### config.mk
export PLATFORM = sky130hd
export DESIGN_NAME = adder_run_seq
export DESIGN_NICKNAME = d
export VERILOG_FILES = /design/src/rtl/adder_run_seq_pkg.sv /design/src/rtl/adder_run_acc.sv /design/src/rtl/adder_run_seq.sv
export SDC_FILE = /design/constraint.sdc
export NUM_CORES = 1
export LEC_CHECK = 0
export ABC_AREA = 1
export CAP_MARGIN = 20
export CELL_PAD_IN_SITES_DETAIL_PLACEMENT = 1
export CELL_PAD_IN_SITES_GLOBAL_PLACEMENT = 2
export CORE_ASPECT_RATIO = 0.8
export CORE_MARGIN = 3
export CORE_UTILIZATION = 27
export DETAILED_ROUTE_END_ITERATION = 6
export PLACE_DENSITY_LB_ADDON = 0.1
export SYNTH_ARGS = -nofsm -noshare
export SYNTH_HDL_FRONTEND = slang
export SYNTH_SLANG_ARGS = --single-unit
### constraint.sdc
create_clock -name clk -period 2.43 [get_ports clk]
set_input_delay 0.486 -clock clk [delete_from_list [all_inputs] [get_ports clk]]
set_output_delay 0.486 -clock clk [all_outputs]
set_load 0.01 [all_outputs]
### src/rtl/adder_run_seq_pkg.sv
// Shared FSM encoding, carry-in mode constants and default widths for the
// LFSR-fed adder run sequencer.
package adder_run_seq_pkg;

    localparam int DEF_DATA_W = 12;
    localparam int DEF_CNT_W  = 8;
    localparam int DEF_ACC_W  = 24;

    typedef enum logic [1:0] {
        ST_IDLE = 2'd0,
        ST_LOAD = 2'd1,
        ST_RUN  = 2'd2,
        ST_DONE = 2'd3
    } state_e;

    localparam logic [1:0] CIN_ZERO = 2'b00;
    localparam logic [1:0] CIN_ONE  = 2'b01;
    localparam logic [1:0] CIN_ALT  = 2'b10;

    // Carry-in for the first sample; the alternating mode also starts at 0.
    function automatic logic first_cin(input logic [1:0] mode);
        return (mode == CIN_ONE);
    endfunction

endpackage

### src/rtl/adder_run_acc.sv
// Checksum accumulator and carry-out counter for one sequencer run.
module adder_run_acc
    import adder_run_seq_pkg::*;
#(
    parameter int DATA_W = DEF_DATA_W,
    parameter int CNT_W  = DEF_CNT_W,
    parameter int ACC_W  = DEF_ACC_W
) (
    input  logic              clk,
    input  logic              resetn,
    input  logic              clear_i,
    input  logic              en_i,
    input  logic [DATA_W:0]   sample_i,
    output logic [ACC_W-1:0]  acc_o,
    output logic [CNT_W-1:0]  carry_cnt_o
);

    logic [ACC_W-1:0] acc_q;
    logic [CNT_W-1:0] carry_q;

    // The sample's top bit is the adder carry-out; the sum wraps at ACC_W.
    always_ff @(posedge clk or negedge resetn) begin
        if (!resetn) begin
            acc_q   <= '0;
            carry_q <= '0;
        end else if (clear_i) begin
            acc_q   <= '0;
            carry_q <= '0;
        end else if (en_i) begin
            acc_q <= acc_q + ACC_W'(sample_i);
            if (sample_i[DATA_W]) begin
                carry_q <= carry_q + CNT_W'(1);
            end
        end
    end

    assign acc_o       = acc_q;
    assign carry_cnt_o = carry_q;

endmodule

### src/rtl/adder_run_seq.sv
// Run controller: latches a configuration, loads both LFSR seeds, drives the
// adder carry-in and checksums N samples of {c_out,sum}.
module adder_run_seq
    import adder_run_seq_pkg::*;
#(
    parameter int DATA_W = DEF_DATA_W,
    parameter int CNT_W  = DEF_CNT_W,
    parameter int ACC_W  = DEF_ACC_W
) (
    input  logic              clk,
    input  logic              resetn,
    input  logic              start,
    input  logic              abort,
    input  logic [DATA_W-1:0] cfg_seed_a,
    input  logic [DATA_W-1:0] cfg_seed_b,
    input  logic [CNT_W-1:0]  cfg_count,
    input  logic [1:0]        cfg_cin_mode,
    output logic              lfsr_load_n,
    output logic [DATA_W-1:0] seed_a,
    output logic [DATA_W-1:0] seed_b,
    output logic              cin,
    input  logic [DATA_W-1:0] sum,
    input  logic              c_out,
    output logic              sample_valid,
    output logic [DATA_W:0]   sample_data,
    output logic              busy,
    output logic              done,
    output logic              aborted,
    output logic [ACC_W-1:0]  acc,
    output logic [CNT_W-1:0]  carry_cnt
);

    state_e            state_q;
    logic [DATA_W-1:0] seed_a_q;
    logic [DATA_W-1:0] seed_b_q;
    logic [CNT_W-1:0]  count_q;
    logic [CNT_W-1:0]  smp_cnt_q;
    logic [1:0]        mode_q;
    logic              load_n_q;
    logic              cin_q;
    logic              valid_q;
    logic              busy_q;
    logic              done_q;
    logic              aborted_q;

    logic              acc_clear;
    logic              last_sample;

    assign acc_clear   = (state_q == ST_IDLE) && start;
    assign last_sample = ((smp_cnt_q + CNT_W'(1)) == count_q);

    // Outputs are registered alongside the state so each one reflects the state being entered.
    always_ff @(posedge clk or negedge resetn) begin
        if (!resetn) begin
            state_q   <= ST_IDLE;
            seed_a_q  <= '0;
            seed_b_q  <= '0;
            count_q   <= '0;
            mode_q    <= CIN_ZERO;
            smp_cnt_q <= '0;
            load_n_q  <= 1'b0;
            cin_q     <= 1'b0;
            valid_q   <= 1'b0;
            busy_q    <= 1'b0;
            done_q    <= 1'b0;
            aborted_q <= 1'b0;
        end else begin
            done_q    <= 1'b0;
            aborted_q <= 1'b0;
            case (state_q)
                ST_IDLE: begin
                    if (start) begin
                        seed_a_q  <= cfg_seed_a;
                        seed_b_q  <= cfg_seed_b;
                        count_q   <= cfg_count;
                        mode_q    <= cfg_cin_mode;
                        smp_cnt_q <= '0;
                        cin_q     <= first_cin(cfg_cin_mode);
                        busy_q    <= 1'b1;
                        state_q   <= ST_LOAD;
                    end
                end
                ST_LOAD: begin
                    if (abort) begin
                        state_q   <= ST_IDLE;
                        busy_q    <= 1'b0;
                        aborted_q <= 1'b1;
                        cin_q     <= 1'b0;
                    end else if (count_q != '0) begin
                        state_q  <= ST_RUN;
                        load_n_q <= 1'b1;
                        valid_q  <= 1'b1;
                    end else begin
                        state_q <= ST_DONE;
                        busy_q  <= 1'b0;
                        done_q  <= 1'b1;
                        cin_q   <= 1'b0;
                    end
                end
                ST_RUN: begin
                    smp_cnt_q <= smp_cnt_q + CNT_W'(1);
                    if (mode_q == CIN_ALT) begin
                        cin_q <= ~cin_q;
                    end
                    // Abort takes priority over a coincident final sample.
                    if (abort || last_sample) begin
                        state_q   <= abort ? ST_IDLE : ST_DONE;
                        aborted_q <= abort;
                        done_q    <= !abort;
                        load_n_q  <= 1'b0;
                        valid_q   <= 1'b0;
                        busy_q    <= 1'b0;
                        cin_q     <= 1'b0;
                    end
                end
                ST_DONE: begin
                    state_q <= ST_IDLE;
                end
                default: begin
                    state_q <= ST_IDLE;
                end
            endcase
        end
    end

    adder_run_acc #(
        .DATA_W (DATA_W),
        .CNT_W  (CNT_W),
        .ACC_W  (ACC_W)
    ) u_acc (
        .clk         (clk),
        .resetn      (resetn),
        .clear_i     (acc_clear),
        .en_i        (valid_q),
        .sample_i    ({c_out, sum}),
        .acc_o       (acc),
        .carry_cnt_o (carry_cnt)
    );

    assign lfsr_load_n  = load_n_q;
    assign seed_a       = seed_a_q;
    assign seed_b       = seed_b_q;
    assign cin          = cin_q;
    assign sample_valid = valid_q;
    assign sample_data  = valid_q ? {c_out, sum} : '0;
    assign busy         = busy_q;
    assign done         = done_q;
    assign aborted      = aborted_q;

endmodule

==> results of run 1 <==
flip-flops by register name, summed over array words and instances, names as in the netlist:
register           flops
count_q                8
aborted                1
u_acc.carry_cnt_o      8
seed_a                12
cin                    1
state_q                2
smp_cnt_q              8
busy                   1
sample_valid           1
seed_b                12
u_acc.acc_o           24
mode_q                 2
done                   1
path summary, 6_finish.rpt:
path / start / end / slack (ps) / cells past startpoint
max: sum[1] / u_acc.acc_o[22] / 160 / 12
min: resetn / u_acc.acc_o[4] / 110 / 1
max reg2reg: u_acc.acc_o[0] / u_acc.acc_o[22] / 340 / 12
min reg2reg: seed_b[4] / seed_b[4] / 480 / 2
max in group asynchronous: resetn / smp_cnt_q[2] / 1680 / 2
min in group clk: seed_b[4] / seed_b[4] / 480 / 2
per-layer routing:
| layer | share of wire | wire [um] | track usage | up-vias |
|---|---|---|---|---|
| met1 | 0.48 | 7220 | 0.2318 | 2135 |
| li1 | - | - | - | 2249 |
| met5 | 0 | 0 | 0 | - |
| met2 | 0.44 | 6580 | 0.2759 | 104 |
| met4 | 0.0036 | 53 | 0.03314 | 0 |
| met3 | 0.070 | 1048 | 0.06273 | 2 |
layout by cell type (no fill, tap or decap), drive strengths merged, types with 2 or more instances in the layout:
master	Yosys	layout
clkbuf	9	10
clkinvlp	0	2
clkinv	1	5
o21ai	48	48
ha	19	19
dlymetal6s2s	0	2
nand3	36	36
o31ai	3	3
inv	67	67
o21bai	2	2
clkdlybuf4s50	0	122
xnor2	2	2
o22ai	4	4
nor3	9	9
a21oi	33	33
buf	4	45
nor2	52	52
dfrtp	81	81
nand2	212	212
and3	2	2
xor2	5	5
nand4	5	5
what timing repair did:
action,CTS,global route
endpoints found under the setup margin,1,12
resized for setup,1,14
pin swaps,0,4
setup buffers,0,1
power groups by stage:
stage                     clock, uW  sequential, uW  combinational [uW]
after global routing           1360            2240                4380
final                          1250            2160                3880
after floorplan                   0            2290                1750
after CTS                      1310            2160                3940
after detailed placement          0            2180                3920
after global placement            0            2170                3820
stage by stage:
| step | area [um2] | power (uW) |
|---|---|---|
| 2_1_floorplan | 4473 | 4041 |
| 3_3_place_gp | 6285 | 5991 |
| 3_5_place_dp | 6285 | 6094 |
| 4_1_cts | 6553 | 7414 |
| 5_1_grt | 6586 | 7978 |
| 6_report | 6586 | 7277 |
kinds of logic (layout without fill, tap and decap cells):
group | count (synthesis) | in the layout | share of synthesized area
AO/OA/AOI/OAI | 92 | 92 | 0.1094
XOR/XNOR | 7 | 7 | 0.01371
adder cells (fa/ha/maj) | 20 | 20 | 0.05762
buffers and inverters | 81 | 253 | 0.06909
flip-flops | 81 | 81 | 0.4531
AND/OR/NAND/NOR | 319 | 319 | 0.2971
area by class of cell:
cell class                      instances  area, um2
Clock buffer                           10      229.0
Clock inverter                          6      35.03
Fill cell                            2012       9419
Inverter                               68      255.2
Multi-Input combinational cell        438       2162
Sequential cell                        81       2027
Tap cell                              215      269.0
Timing Repair Buffer                  169       1609
==> qor.yml, run 1 <==
sta:
  setup-tns-final_ps: 0
  rsz0062_at_grt: "false"
  holdWs_ps: 109.3
  fmax_mhz: 441.2
  slew_headroom: 0.5212
  clock_skew_ps: 8.068
  period_share: 0.9326
  setup_viol: 0
  worst_slack_ps: 163.7
  worst_pin_slew_ps: 713.4
  min_period_ps: 2266
  hold_viol: 0
  finalMaxSlewViolations: 0
cts:
  cts_buffers: 9
  clk_latency_ps: 340
  clockRootBuffer: "clkbuf_16"
  clkSinkCount: 81
  cts_tree: "done"
  htreeDepth: 3
  ctsHoldBuffers: 0
  clk_pin_slew_ps: 60
  clk_path_buf_depth: 2
power_and_ir_drop:
  p_switching_uw: 2969
  p_clk_frac: 0.171
  peakVddDrop_mv: 0.4131
  pwr-share-seq: 0.296
  combPwrFrac: 0.533
  intPower_uw: 4308
  total_leakage_power_uw: 0.003182
  switching_share: 0.4080
  power_density_nw_per_um2: 1105
synthesis:
  yosysTopAreaCell: "dfrtp_1"
  syn_area_per_cell_um2: 7.455
  synthTopCellsByCount: "nand2_1 (209), dfrtp_1 (81), inv_1 (67)"
  synth_most_common_cell: "nand2_1"
  postSynthCellCount: 600
  synth_flop_cell: "dfrtp_1"
  synth.top_cell.area_share: 0.4531
  synth_edf_count: 0
  netlist_area_um2: 4473
  ys_types: 33
  synthArstFlopShare: 1.000
  ys_seq_elements: 81
  synth_warnings: 0
  synth_area_leaders: "dfrtp_1 (45%), nand2_1 (18%), inv_1 (5.6%)"
  ys_seq_area_frac: 0.4531
  synth_nets: 671
routing:
  wl_per_cell_um: 15.10
  routed_wl_mm: 14.90
  drc_errors: 0
  dr.pass1.iters: 4
  vias: 4490
  antenna_left: 0
  dr.first_iter.drc_count: 124
  viasPerCell: 4.549
critical_path:
  crit_top_cell: "inv_1"
  path_delay_family: "buffers and inverters"
  crit_path_end_kind: "flop"
  cp_slowest_cell: "clkdlybuf4s50_1"
  critPathLaunchType: "input pin"
  crit_arrival_ps: 2490
  critPathMaxStageDelay_ps: 500
  critical_path_class: "input pin to flop"
  path_buf_inv: 3
  cp_cell_sequence: "clkdlybuf4s50_1, inv_1, fa_2, nand3b_1, nand3_2, inv_1, nor2_1, nor2_2, o21ai_2, nand2_1, o21ai_1, a21oi_1"
  required_ps: 2650
  critPathMaxFanout: 4
die:
  core_um2: 16010
  die_width_um: 149.9
  rows: 41
  start_util: 0.2795
  die-area_um2: 18160
  dieHeight_um: 121.1
  io-pin-count: 126
placed_design:
  place.gp.congestion: 0.8286
  portBuffers: 125
  dp.cells: 970
  place_hpwl_mm: 11.50
  place_ws_ps: -363.6
global_routing:
  antenna_found_initial: 0
  grt_usage: 0.1744
  grt_max_degree: 49
  overflow: 0
  grt_pass1_vias: 4872
  grt_pass1_wl_mm: 25.05
finish:
  fin_cells: 987
  layout.nets: 838
  area_growth_pct: 47.24
  antenna_cells: 0
  drive_above_1_share: 0.1049
  finish.utilization: 0.4115
job:
  maxCapViolations: 0
hold_path:
  hold_path_class: "input pin to async pin"
run_status:
  outcome: "complete, no violations"
Power figures use the tool's default switching activity.
==> inputs of run 2 (changes only) <==
Clock period 2.43 ns to 2.5 ns, I/O delays scaled along.
==> run 2 against run 1 <==
  * Routed wire length grew 1.4%
  * Setup slack lost 27 ps
  * Global-route usage is essentially flat
  * Cell count shrank 0.10%
  * Clock power grew 13%
  * Critical path depth grew 2
  * Final area grew 0.19%
  * First-iteration DRC count grew 5.6%
  * Count of clock-buffer cells in the layout grew 1
  * Worst hold slack gained 27 ps
  * Total power shrank 0.23%
  * Highest routed layer unchanged
==> qor.yml, run 2 (same netlist as run 1, synthesis figures left out) <==
run_status:
  outcome: "complete, no violations"  # unchanged
die:
  start_util: 0.2795  # unchanged
  die_width_um: 149.9  # unchanged
  io-pin-count: 126  # unchanged
  rows: 41  # unchanged
  dieHeight_um: 121.1  # unchanged
  core_um2: 16010  # unchanged
  die-area_um2: 18160  # unchanged
sta:
  setup-tns-final_ps: 0  # unchanged
  slew_headroom: 0.5488  # was 0.5212
  fmax_mhz: 423.1
  rsz0062_at_grt: "true"  # was false
  holdWs_ps: 135.8  # was 109.3 ps
  finalMaxSlewViolations: 0  # unchanged
  worst_pin_slew_ps: 672.4  # was 713.4 ps
  min_period_ps: 2364
  period_share: 0.9454
  hold_viol: 0  # unchanged
  setup_viol: 0  # unchanged
  clock_skew_ps: 4.929  # was 8.068 ps
finish:
  nFillCells: 1954  # was 2012
  fin_cells: 986  # was 987
  area.sequential_um2: 2027  # unchanged
  multi_input_area_um2: 2148  # was 2162 um2
  fin_area_um2: 6599  # was 6586 um2
  area_growth_pct: 47.52  # was 47.24%
  largest_reg_flops: 24  # unchanged
  drive_above_1_share: 0.09857  # was 0.1049
  antenna_cells: 0  # unchanged
  layout.nets: 837  # was 838
  layout_common_cells: "nand2_1 (209), clkdlybuf4s50_1 (124), dfrtp_1 (81)"  # was nand2_1 (209), clkdlybuf4s50_1 (122), dfrtp_1 (81)
  final_common_cell: "nand2_1"  # unchanged
global_routing:
  overflow: 0  # unchanged
  grt_max_degree: 44  # was 49
  grt_usage: 0.1746  # was 0.1744
  grt_pass1_wl_mm: 24.96  # was 25.05 mm
  antenna_found_initial: 0  # unchanged
  grt_pass1_vias: 4873  # was 4872
cts:
  clk_pin_slew_ps: 60  # about the same
  post-cts-setup-buffers: 0  # unchanged
  ctsHoldBuffers: 0  # unchanged
  post_cts_resized: 0  # was 1
  clockRootBuffer: "clkbuf_16"  # unchanged
  cts_buffers: 9  # unchanged
  clk_latency_ps: 340  # about the same
  cts_tree: "done"  # unchanged
  clkSinkCount: 81  # unchanged
  clk_path_buf_depth: 2  # unchanged
  htreeDepth: 3  # unchanged
power_and_ir_drop:
  power_density_nw_per_um2: 1100  # was 1105 nW/um2
  peakVddDrop_mv: 0.3917  # was 0.4131 mV
  total_leakage_power_uw: 0.003165  # was 0.003182 uW
  p_total_uw: 7260  # was 7277 uW
placed_design:
  place.gp.congestion: 0.8273  # was 0.8286
  place_hpwl_mm: 11.69  # was 11.50 mm
  dp.cells: 970  # unchanged
  post_dp_cell_area_um2: 6272  # was 6285 um2
  portBuffers: 125  # unchanged
routing:
  routed_wl_mm: 15.11  # was 14.90 mm
  antenna_left: 0  # unchanged
  drc_errors: 0  # unchanged
  dr.first_iter.drc_count: 131  # was 124
  viasPerCell: 4.553  # was 4.549
  dr.pass1.iters: 4  # unchanged
  vias: 4489  # was 4490
  wl_per_cell_um: 15.33  # was 15.10 um
critical_path:
  crit_path_end_kind: "flop"  # unchanged
  critPathLaunchType: "input pin"  # unchanged
  cp_slowest_cell: "clkdlybuf4s50_1"  # unchanged
  critical_path_class: "input pin to flop"  # unchanged
  required_ps: 2730  # was 2650 ps
  critPathMaxStageDelay_ps: 490  # was 500 ps
  cp_cell_sequence: "clkdlybuf4s50_1, ha_1, inv_1, fa_2, nand3b_1, nand3_1, buf_4, nand3_1, nand2_1, nand2_1, o21ai_1, nand3_1, nand2_1, nor2_1"  # was clkdlybuf4s50_1, inv_1, fa_2, nand3b_1, nand3_2, inv_1, nor2_1, nor2_2, o21ai_2, nand2_1, o21ai_1, a21oi_1
  crit_arrival_ps: 2590  # was 2490 ps
  critPathMaxFanout: 4  # unchanged
job:
  maxCapViolations: 0  # unchanged
hold_path:
  hold_path_class: "input pin to async pin"  # unchanged
## run 2: cell types whose count changed in the layout (fill, tap and decap cells not counted), moves of 2 or more
| cell | previous run | this run |
|---|---|---|
| clkbuf_8 | 0 | 2 |
| clkdlybuf4s50_1 | 122 | 124 |
| clkinv_2 | 4 | 0 |
| dlymetal6s2s_1 | 2 | 0 |
## run 2: power by group
part           switching (uW)  internal, uW
logic                    2010          1720
registers                 343          1770
clock network             579           835
## run 2: per-stage QoR
stage / utilization / setup slack [ps]
global placement: 0.3919 / -231.3
global route: 0.4123 / -32.24
detailed placement: 0.3919 / -319.2
floorplan: - / 390.3
finish: 0.4123 / 136.4
CTS: 0.4116 / 38.13
## run 2: critical path: cells and delay by family
family                     cells  cell delay [ps]
buffers and inverters          3              680
adders and majority gates      2              510
AOI/OAI and AO/OA              1              160
and+or+nand+nor                8              740
## run 2: worst paths after layout
| check | from | slack [ps] | depth (start not counted) | end |
|---|---|---|---|---|
| max | sum[0] | 140 | 14 | u_acc.acc_o[16] |
| min | resetn | 140 | 1 | u_acc.acc_o[2] |
| max reg2reg | state_q[0] | 410 | 9 | u_acc.carry_cnt_o[7] |
| min reg2reg | seed_b[10] | 480 | 2 | seed_b[10] |
| max in group asynchronous | resetn | 1740 | 2 | smp_cnt_q[2] |
| min in group clk | seed_b[10] | 480 | 2 | seed_b[10] |
## run 2: final cells by class
class / instances / area share
Clock buffer: 11 / 0.03830
Tap cell: 215 / 0.04077
Sequential cell: 81 / 0.3072
Timing Repair Buffer: 168 / 0.2400
Clock inverter: 5 / 0.009480
Inverter: 68 / 0.03868
Multi-Input combinational cell: 438 / 0.3256
## run 2: layer usage
layer / wire, um / part of all wire / GRT usage
met4: 196 / 0.013 / 0.03886
met5: 0 / 0 / 0
met1: 7294 / 0.48 / 0.2308
met3: 1125 / 0.074 / 0.06796
met2: 6498 / 0.43 / 0.2712
==> edit (flow settings as in run 2) <==
Change the package constant `DEF_ACC_W` from 24 to 48.
--- a/src/rtl/adder_run_seq_pkg.sv
+++ b/src/rtl/adder_run_seq_pkg.sv
@@ -6,3 +6,3 @@
     localparam int DEF_CNT_W  = 8;
-    localparam int DEF_ACC_W  = 24;
+    localparam int DEF_ACC_W  = 48;
 
Interface: changed (resized acc); port bits go from 126 to 150. No check against the original RTL was run, so the function may have changed too.
==> edit against run 2 <==
Total power up 13%; clock power up 6%; routed wire length rose by 51%; final area rose by 37%; sequential cell count increased by 24; fmax is 0.86% higher; setup slack better by 0.020 ns; sequential power increased by 19%; clock skew rose by 0.0076 ns; cell count rose by 43%; synthesized area up 42%; critical path type unchanged; largest cell class unchanged; largest power group unchanged.
==> edit: results (changes against run 2) <==
| Metric | Value |
|---|---|
| Total GRT Usage | 18.4% (+0.92 points) |
| Worst EP arrival | 2.60 ns (about the same) |
| Static Leak | 4.26 nW (+35%) |
| Top post-synthesis cells by area | dfrtp_1, nand2_1, inv_1, nand3_1, nor2_1 |
| Final wirelength | 22.8 mm (+51%) |
| Status | finished, final reports clean |
| DP Wirelength | 17.8 mm (+53%) |
| Worst min path class | in2async |
| CTS resizes | 0 (unchanged) |
| Clock latency on the worst-skew pair | 0.37 ns (+0.03 ns) |
| Drt via density | 4.60 (+1.1%) |
| Number of global-route vias before repair | 6751 (+39%) |
| Share of layout cells above drive strength 1 | 11.9% (+2.1 points) |
| First-pass iteration count of the detailed router | 4 (unchanged) |
| Net count, final | 1171 (+40%) |
| H-tree depth | 3 (unchanged) |
| VDD IR max | 0.000346 V (-12%) |
| First-pass GRT wire length | 36.8 mm (+47%) |
| Max reg flops | 48 (+100%) |
| Post-synthesis cell type count | 45 (+36%) |
| Seq/Total Area, Yosys | 41.3% (-4.0 points) |
| GR Layer Usage met2 | 28.2% (+1.1 points) |
| Synth top cells by count | nand2_1, inv_1, dfrtp_1 |
| Port bufs | 149 (+19%) |
| Pin count of the biggest net entering global routing | 50 (+14%) |
| GPL Wtd Cong | 0.842 (+1.8%) |
| M1 GR Usage | 25.8% (+2.7 points) |
| Initial DRC count | 273 (+110%) |
| Syn_nets | 965 (+44%) |
| Actual slew at the worst max-slew pin | 0.592 ns (-0.0799 ns) |
| Top_reg_cell synth | dfrtp_1 |
| Clock skew | 0.0125 ns (+0.00761 ns) |
| Synth Warn # | 0 (unchanged) |
| Fillers | 2835 (+45%) |
==> edit: cell types whose count changed after synthesis, moves of 6 or more <==
cell / run 2 / this run
a21oi_1: 33 / 45
dfrtp_1: 81 / 105
inv_1: 67 / 116
nand2_1: 209 / 284
nand2_2: 3 / 9
nand3_1: 34 / 60
nand4_1: 5 / 26
nor2_1: 46 / 76
nor3_1: 8 / 20
==> edit: final timing paths <==
check	cells past startpoint	slack (ns)	startpoint	to
max in group asynchronous	2	1.74	resetn	u_acc.acc_o[14]$_DFFE_PN0P_
hold reg to reg	2	0.49	seed_a[6]$_DFFE_PN0P_	seed_a[6]$_DFFE_PN0P_
min in group clk	2	0.49	seed_a[6]$_DFFE_PN0P_	seed_a[6]$_DFFE_PN0P_
setup reg to reg	9	0.34	u_acc.acc_o[22]$_DFFE_PN0P_	u_acc.acc_o[47]$_DFFE_PN0P_
setup / recovery	12	0.16	c_out	u_acc.acc_o[33]$_DFFE_PN0P_
hold / removal	1	0.15	resetn	u_acc.acc_o[1]$_DFFE_PN0P_
==> edit: cell families after synthesis <==
kind of cell	Yosys count	share of synthesized area (%)
AOI/OAI and AO/OA	124	11.0
xor gates and xnor gates	2	0.276
adders and majority gates	20	4.05
buffers and inverters	138	8.28
DFF	105	41.3
and+or+nand+nor	505	35.0
==> edit: cell type report <==
| type | instances | area, um^2 | share of cell area, % |
|---|---|---|---|
| Clock buffer | 10 | 239 | 2.65 |
| Clock inverter | 6 | 67.6 | 0.750 |
| Inverter | 118 | 443 | 4.91 |
| Multi-Input combinational cell | 651 | 3230 | 35.8 |
| Sequential cell | 105 | 2630 | 29.2 |
| Tap cell | 306 | 383 | 4.25 |
| Timing Repair Buffer | 215 | 2020 | 22.5 |
==> edit: per-layer routing <==
metal	vias to the layer above	wire, um
li1	3296	-
met1	3052	11200
met2	132	9740
met3	13	1620
met4	0	167
met5	-	0
==> edit: metrics by stage <==
step / area, um^2 / instances / setup TNS [ns] / total power [mW]
after detailed placement: 8690 / 1395 / -6.13 / 6.80
after floorplan: 6360 / 894 / 0 / 4.58
after global routing: 9010 / 1411 / 0 / 8.97
after global placement: 8690 / 1395 / -4.65 / 6.78
after CTS: 8990 / 1411 / 0 / 8.37
final: 9010 / 1411 / 0 / 8.23
==> edit: report_power, final <==
part	internal, mW	switching, mW	leakage [nW]
Clock	0.737	0.756	0.150
Sequential	2.16	0.364	1.38
Combinational	1.93	2.28	2.73
==> edit: worst max-delay path, stage by stage <==
cell             delay [ns]
clkdlybuf4s50_1        0.45
ha_1                   0.38
a21oi_1                0.23
o21ai_0                0.17
a21oi_1                0.22
o21ai_2                0.10
buf_4                  0.15
buf_4                  0.13
nand4_1                0.10
nand2_1                0.07
nand2_1                0.06
nor2_1                 0.04
